===== src/rtl/add_sub.sv =====
// Registered signed add/subtract with carry/borrow flag and one-cycle latency.
// Optional saturated output ANS_SAT is enabled by defining ADD_SUB_SAT_EN.
module add_sub #(
  parameter int unsigned WIDTH = 4
) (
  input  logic                    CLK,
  input  logic                    RST_N,
  input  logic signed [WIDTH-1:0] A,
  input  logic signed [WIDTH-1:0] B,
  input  logic                    SUB,
  input  logic                    IN_VLD,
  output logic signed [WIDTH:0]   ANS,
  output logic                    CY_BR_OUT,
  output logic                    OUT_VLD
`ifdef ADD_SUB_SAT_EN
  ,
  output logic signed [WIDTH-1:0] ANS_SAT
`endif
);

  logic [WIDTH:0]   a_ext;
  logic [WIDTH:0]   b_op;
  logic [WIDTH:0]   sum;
  logic             ovf;

  // Subtract reuses the adder: invert B and inject SUB as the carry-in.
  always_comb begin
    a_ext = {A[WIDTH-1], A};
    b_op  = {B[WIDTH-1], B} ^ {(WIDTH+1){SUB}};
    sum   = a_ext + b_op + {{WIDTH{1'b0}}, SUB};
    ovf   = sum[WIDTH] ^ sum[WIDTH-1];
  end

`ifdef ADD_SUB_SAT_EN
  logic [WIDTH-1:0] sat;

  // Clamp towards the sign of the exact result.
  always_comb begin
    sat = sum[WIDTH-1:0];
    if (ovf) sat = {sum[WIDTH], {(WIDTH-1){~sum[WIDTH]}}};
  end

  always_ff @(posedge CLK or negedge RST_N) begin
    if (!RST_N)      ANS_SAT <= '0;
    else if (IN_VLD) ANS_SAT <= sat;
  end
`endif

  always_ff @(posedge CLK or negedge RST_N) begin
    if (!RST_N) begin
      ANS       <= '0;
      CY_BR_OUT <= 1'b0;
      OUT_VLD   <= 1'b0;
    end else begin
      OUT_VLD <= IN_VLD;
      if (IN_VLD) begin
        ANS       <= sum;
        CY_BR_OUT <= ovf;
      end
    end
  end

endmodule


===== config.mk =====
export PLATFORM = sky130hd
export DESIGN_NAME = add_sub
export DESIGN_NICKNAME = d
export VERILOG_FILES = /design/src/rtl/add_sub.sv
export SDC_FILE = /design/constraint.sdc
export NUM_CORES = 1
export LEC_CHECK = 0
export CAP_MARGIN = 25
export CORE_MARGIN = 4
export CORE_UTILIZATION = 30
export DETAILED_ROUTE_END_ITERATION = 8
export PLACE_DENSITY = 0.59
export SYNTH_ARGS = -nofsm -noshare
export SYNTH_HDL_FRONTEND = slang
export SYNTH_SLANG_ARGS = --single-unit

===== constraint.sdc =====
create_clock -name CLK -period 1.1 [get_ports CLK]
set_input_delay 0.165 -clock CLK [delete_from_list [all_inputs] [get_ports CLK]]
set_output_delay 0.165 -clock CLK [all_outputs]
set_load 0.05 [all_outputs]

== Word level (Yosys, flattened, before mapping) ==
Cells that the tools add are included.

* Register bits: 7
* Input bits: 12

* $add $sub $neg: 2
* Bitwise gates (word level): 2

{| class="wikitable"
|+ Operator list
! operator !! count
|-
| $add 5x1->5 || 1
|-
| $add 5x5->5 || 1
|-
| $xor 5x5->5 || 1
|-
| $xor 1x1->1 || 1
|}

== Depth between registers and ports, before layout ==
* Depth after elaboration: 4
* Depth in mapped cells: 6
* Gate-level depth less buffers: 6

== Worst setup path before layout ==
No wires, ideal clock.

* Path kind: input to register
* Start point: in B[2]
* End point: reg CY_BR_OUT
* Stages on the path: 6
* Slack: -0.611 ns
* Buffers on the path: 0
* Arrival time: 1.585 ns
* Setup time: 0.126 ns
* Cells stage by stage: xor2_1 ha_1 a21o_2 a311o_1 and2_4 a221o_1

* Longest elaborated chain between the ends: 4

{| class="wikitable"
|+ RTL lines
! what !! line !! text
|-
| start: declaration || 9 || <nowiki>input logic signed [WIDTH-1:0] B,</nowiki>
|-
| $xor 5x5->5 || 29 || <nowiki>b_op = {B[WIDTH-1], B} ^ {(WIDTH+1){SUB}};</nowiki>
|-
| $add 5x5->5 || 30 || <nowiki>sum = a_ext + b_op + {{WIDTH{1'b0}}, SUB};</nowiki>
|-
| $add 5x1->5 || 30 ||
|-
| $xor 1x1->1 || 31 || <nowiki>ovf = sum[WIDTH] ^ sum[WIDTH-1];</nowiki>
|-
| end signal: assignment || 58 || <nowiki>CY_BR_OUT <= ovf;</nowiki>
|-
| end: declaration || 13 || <nowiki>output logic CY_BR_OUT,</nowiki>
|}

No other way between the ends.
A chain may end at the register's enable or synchronous reset.

== Final worst setup path ==
Ends and elaborated chain as after synthesis.

==> flow_metrics.tcl <==
set metrics [dict create \
    status "finished with violations" \
    violations "setup timing" \
    finalHoldViolCount 0 \
    cp_top_family "compound AO/OA/AOI/OAI gates" \
    layout_commonest_cell "buf_4" \
    drt_iter0_drc 3 \
    crit_chain "buf_6 > xor2_2 > ha_1 > a21o_2 > a311o_1 > and2_4 > a221o_1" \
    first_pass_iters 4 \
    grt_max_degree 8 \
    area_growth_pct 105 \
    synth_top_area_cell "dfrtp_1" \
    synth-seq-cells 7 \
    critPathMaxFanout 2 \
    drc 0 \
    clock.fmax_mhz 650 \
    syn_nets 55 \
    power.leakage_nw 0.406 \
    clockBufferDepth 2 \
    setup_ws_ns -0.438 \
    clk_latency_ns 0.24 \
    gp_congestion 0.684 \
    rsz0062_at_grt "yes" \
    dieArea_mm2 0.00212 \
    viasPerCell 4.74 \
    dp.cells 81 \
    drv_slew 0 \
    tightest_slew_ns 0.313 \
    die_x_um 46.0 \
    root_buffer "clkbuf_4" \
    io_buffer_count 18 \
    initial_utilization_pct 32.6 \
    dp_hpwl_um 825 \
    fin_crit_sh_pct 140 \
    final-setup-viol-count 5 \
    ir_worst_vdd_uv 929 \
    cts_tree "yes" \
    final_cells 86 \
    grt_first_pass_wirelength_mm 1.61 \
    synth_area_leaders "dfrtp_1, ha_1, xor2_1" \
    finalWorstPathRequiredPeriod_ns 1.54 \
    worstPathRequired_ns 1.23 \
    clkTransAtPathRegs_ns 0.05 \
    critPathArrivalTime_ns 1.67 \
    syn-cell-area_um2 434 \
    seq_area_frac_synth_pct 40.3 \
    start_kind "input port" \
    crit_type "in2reg" \
    n_antenna_cell 0 \
    fin_nets 88 \
    hold_slack_ns 0.175 \
    io_pins 19 \
    slowest_stage "ha_1" \
    htreeDepth 1 \
    max_stage_delay_ns 0.31 \
    pre_cts_ws_ns -1.13 \
    antenna_found_initial 0 \
    slew_headroom_pct 79.1 \
    ant_nets 0 \
    hold_class "in2async" \
    finalPower_mw 1.37 \
    setup_tns_ns -1.39 \
    track_usage_pct 11.0 \
    numClockSinks 7 \
    power.density_mw_per_mm2 1540 \
    grt_overflow_total 0 \
    wl_per_cell_um 12.9 \
    die_h_um 46.0 \
    ys_types 22 \
    synthCells 39 \
    cp_num_buf_inv 1 \
    crit_path_end_kind "flip-flop" \
    synth_top_area_share_pct 40.3 \
    syn_area_per_cell_um2 11.1 \
    rows 13 \
    drive_gt1_share_pct 60.6 \
    grt_pass1_vias 396 \
    fin_skew_ns 0 \
    vias 408 \
    core_mm2 0.00133 \
    numCtsBuffers 3 \
    maxCapViolCount 0 \
    mostFrequentLayoutCells "buf_4, dfrtp_1, buf_12" \
    wirelength_mm 1.11 \
    ys_warn_count 0 \
]
-- power by group --
| group | internal [mW] | switching (mW) |
|---|---|---|
| logic | 0.421 | 0.351 |
| clock network | 0.138 | 0.0884 |
| registers | 0.312 | 0.0593 |
| total | 0.871 | 0.498 |
-- registers in the layout, summed over array words and instances, names as in the netlist --
register and count:
ANS 5, OUT_VLD 1, CY_BR_OUT 1
-- cell usage after synthesis --
| master | n |
|---|---|
| nor3b_1 | 1 |
| dfrtp_1 | 7 |
| inv_1 | 1 |
| fa_1 | 1 |
| ha_1 | 3 |
| xnor2_1 | 2 |
| and3_1 | 1 |
| a221o_1 | 1 |
| mux2_4 | 1 |
| and2_1 | 1 |
| xor2_1 | 3 |
| nor2_1 | 4 |
| a311o_1 | 1 |
| a21oi_1 | 3 |
| clkbuf_1 | 1 |
| mux2_2 | 2 |
| a211oi_1 | 1 |
| a21o_2 | 1 |
| a22oi_1 | 1 |
| and2_4 | 1 |
| nor2b_1 | 1 |
| nand2_1 | 1 |
-- cell families (layout without fill, tap and decap cells) --
logic type                 after synthesis  count (layout)  synth area share, %
and+or+nand+nor                         10              10                 12.4
AOI/OAI and AO/OA                        8               8                 13.5
DFF                                      7               7                 40.3
xor gates and xnor gates                 5               5                 10.1
adders and majority gates                4               4                 13.3
muxes                                    3               3                 8.64
buffers and inverters                    2              34                 1.73
-- final cells by class --
type	instances	area (um^2)
repair buffers	29	335
well taps	15	18.8
fillers	112	444
flip-flops and latches	7	175
inverters	1	3.75
multi-input cells	30	330
clock buffers	4	26.3
-- what timing repair did --
item                       in CTS  in global routing
pin swaps                      15                 12
setup endpoints to repair       5                  5
resized for setup              31                 10
hold buffers                    0                  0
setup buffers                   2                  0
-- metrics by stage --
step | instance area (um^2) | utilization (%)
finish | 890 | 66.7
global route | 890 | 66.7
CTS | 851 | 63.8
detailed placement | 777 | 58.3
global placement | 777 | 58.3
floorplan | 437 | -
-- worst paths after layout --
| path | cells past startpoint | slack (ns) | to | start |
|---|---|---|---|---|
| hold / removal | 1 | 0.18 | OUT_VLD | RST_N |
| max in group asynchronous | 1 | 0.69 | ANS[4] | RST_N |
| setup / recovery | 7 | -0.44 | CY_BR_OUT | B[2] |
| hold reg to reg | 1 | 0.58 | ANS[3] | ANS[3] |
| setup reg to reg | 1 | 0.23 | CY_BR_OUT | CY_BR_OUT |
| min in group CLK | 4 | 0.33 | ANS[0] | B[0] |
-- metal layers --
metal | global-route usage (%) | up-vias | wire length, um
li1 | - | 199 | -
met1 | 13.6 | 197 | 455
met2 | 16.8 | 12 | 574
met3 | 6.32 | 0 | 82
met4 | 1.70 | 0 | 0
met5 | 0 | - | 0
Note: power is estimated with default switching activity, not from simulation.
==> variant, RTL diff (same settings) <==
Add an input register stage for `A`, `B` and `SUB`, without a reset; this delays them by one clock. The other inputs are not delayed to match.
--- a/src/rtl/add_sub.sv
+++ b/src/rtl/add_sub.sv
@@ -19,4 +19,14 @@
 );
 
+  logic signed [WIDTH-1:0] A_q;
+  logic signed [WIDTH-1:0] B_q;
+  logic SUB_q;
+
+  always_ff @(posedge CLK) begin
+    A_q   <= A;
+    B_q   <= B;
+    SUB_q <= SUB;
+  end
+
   logic [WIDTH:0]   a_ext;
   logic [WIDTH:0]   b_op;
@@ -26,7 +36,7 @@
   // Subtract reuses the adder: invert B and inject SUB as the carry-in.
   always_comb begin
-    a_ext = {A[WIDTH-1], A};
-    b_op  = {B[WIDTH-1], B} ^ {(WIDTH+1){SUB}};
-    sum   = a_ext + b_op + {{WIDTH{1'b0}}, SUB};
+    a_ext = {A_q[WIDTH-1], A_q};
+    b_op  = {B_q[WIDTH-1], B_q} ^ {(WIDTH+1){SUB_q}};
+    sum   = a_ext + b_op + {{WIDTH{1'b0}}, SUB_q};
     ovf   = sum[WIDTH] ^ sum[WIDTH-1];
   end
Function: changed (Yosys sat finds a counterexample within 4 cycles, from zero or initial values and one cycle with RST_N low).
==> variant against the unedited design <==
- the run still ends with negative setup slack left
- setup slack worse by 0.31 ns
- sequential cell count rose by 9
- count of clock-buffer cells in the layout did not move
- final area increased by 15%
- area after synthesis is 41% higher
- wire length fell by 0.99%
- register-to-register slack lost 0.98 ns
- non-clock buffer count shrank 2
- power rose by 27%
- largest power group is now sequential cells
==> variant: results (changes against the unedited design) <==
The post-CTS repair timing setup buffer count is 0 (-2). The most used flip-flop cell after synthesis is sky130_fd_sc_hd__dfxtp_1. The met2 wire length was 554 um (-3.5%). The post-synthesis mux area share came to 6.110% (-2.5 points). The total negative slack was -2.778 ns (-1.383 ns). The total via count after detailed routing came out at 454 (+11%).

The worst reg2reg path depth came to 6 (+5). The fraction of synthesis flops using an asynchronous set or reset pin is 43.75% (-56 points). The via count of the first global-routing pass came out at 458 (+16%). The biggest fanout along the worst timing path is 4 (+2). The worst slew slack as a fraction of its limit came out at 78.31% (-0.77 points). The met3 track demand over resource in global routing is 2.535% (-3.8 points). The share of post-route cells with drive strength above 1 came out at 41.03% (-20 points). The largest registers in the layout are ANS x5, A_q x4, B_q x4. The total routing usage reported by global routing is 9.300% (-1.7 points). The compound-gate portion of the synthesized area came out at 9.572% (-4.0 points). The routability congestion estimate from global placement is 0.7785 (+14%).

The synthesized net count came out at 64 (+16%). The met2 demand-to-capacity share in global routing came out at 15.51% (-1.2 points). The maximum vdd drop came out at 0.8838 mV (-4.9%). The least setup slack across all paths after layout came out at -0.7476 ns (-0.3092 ns).

The power density normalized to cell area is 1701 nW/um^2 (+11%). The final-report setup violation count is 5 (unchanged). The number of search-and-repair iterations in the first detailed-routing pass came out at 2 (-2). In this run the critical register-to-register path is launched from SUB_q. The largest net degree at the start of global routing came out at 10 (+2). The longest individual stage delay on the worst path is 0.37 ns (+0.06 ns). The leakage dissipation was 0.4478 nW (+10%). The post-route non-filler standard cell count is 105 (+22%). After detailed routing, no signal wire sits above met4. The count of cell types in the netlist is 23 (+4.5%). The number of placed cells counting well taps is 101 (+25%). The post-layout net count came to 95 (+8.0%). The run finished, with violations left. The clock latency on the worst-skew pair came out at 0.28 ns (+0.04 ns).

The share of the synthesized netlist area taken by xor and xnor gates came out at 7.128% (-3.0 points). The worst-case clock skew is 0.005717 ns (+0.005717 ns). The minimum setup slack after placement came out at -0.7590 ns (+0.3677 ns). The commonest cells after synthesis are sky130_fd_sc_hd__dfxtp_1, sky130_fd_sc_hd__dfrtp_1, sky130_fd_sc_hd__nor2_1. The clock transition at the register clock pins on the worst setup and hold paths after CTS came out at 0.09 ns (+0.04 ns). The post-detailed-route wirelength per cell came to 10.49 um (-19%). The final-layout fill cell count was 197 (+76%). The share of synthesized area occupied by flip-flops and latches is 57.84% (+17 points). The detailed-routed wire length on met3 came to 57 um (-30%). The first-pass GRT wire length was 1856 um (+15%). The detailed-route wire length on metal 1 is 471 um (+3.5%). The met1 track demand over resource in global routing is 10.57% (-3.0 points). The checks that failed: negative setup slack. The DRC violation total after the first TritonRoute iteration is 6 (+3).

Yosys attributes the largest share of cell area to sky130_fd_sc_hd__dfxtp_1, sky130_fd_sc_hd__dfrtp_1, sky130_fd_sc_hd__ha_1.
[variant: cell types whose count changed after synthesis, sizes merged]
cell | unedited run | this run
dfxtp | 0 | 9
[variant: report_power, final]
part           switching [mW]  total [mW]  internal [mW]
sequential             0.0672       0.720          0.653
combinational           0.323       0.708          0.386
clock                   0.167       0.308          0.140
[variant: how the worst max path moves through the flow]
stage           from   endpoint  slack, ns  cells after the start
2_1_floorplan  SUB_q  CY_BR_OUT      -0.76                      6
3_3_place_gp   SUB_q  CY_BR_OUT      -0.74                      6
3_5_place_dp   SUB_q  CY_BR_OUT      -0.76                      6
4_1_cts        SUB_q  CY_BR_OUT      -0.75                      6
5_1_grt        SUB_q  CY_BR_OUT      -0.80                      6
6_report       SUB_q  CY_BR_OUT      -0.75                      6
[variant: final cells by class]
class | count | share of cell area, %
clock buffer | 4 | 2.574
tap | 27 | 3.309
multi-input combinational | 30 | 26.96
timing repair buffer | 27 | 31.50
sequential | 16 | 35.29
inverter | 1 | 0.3676
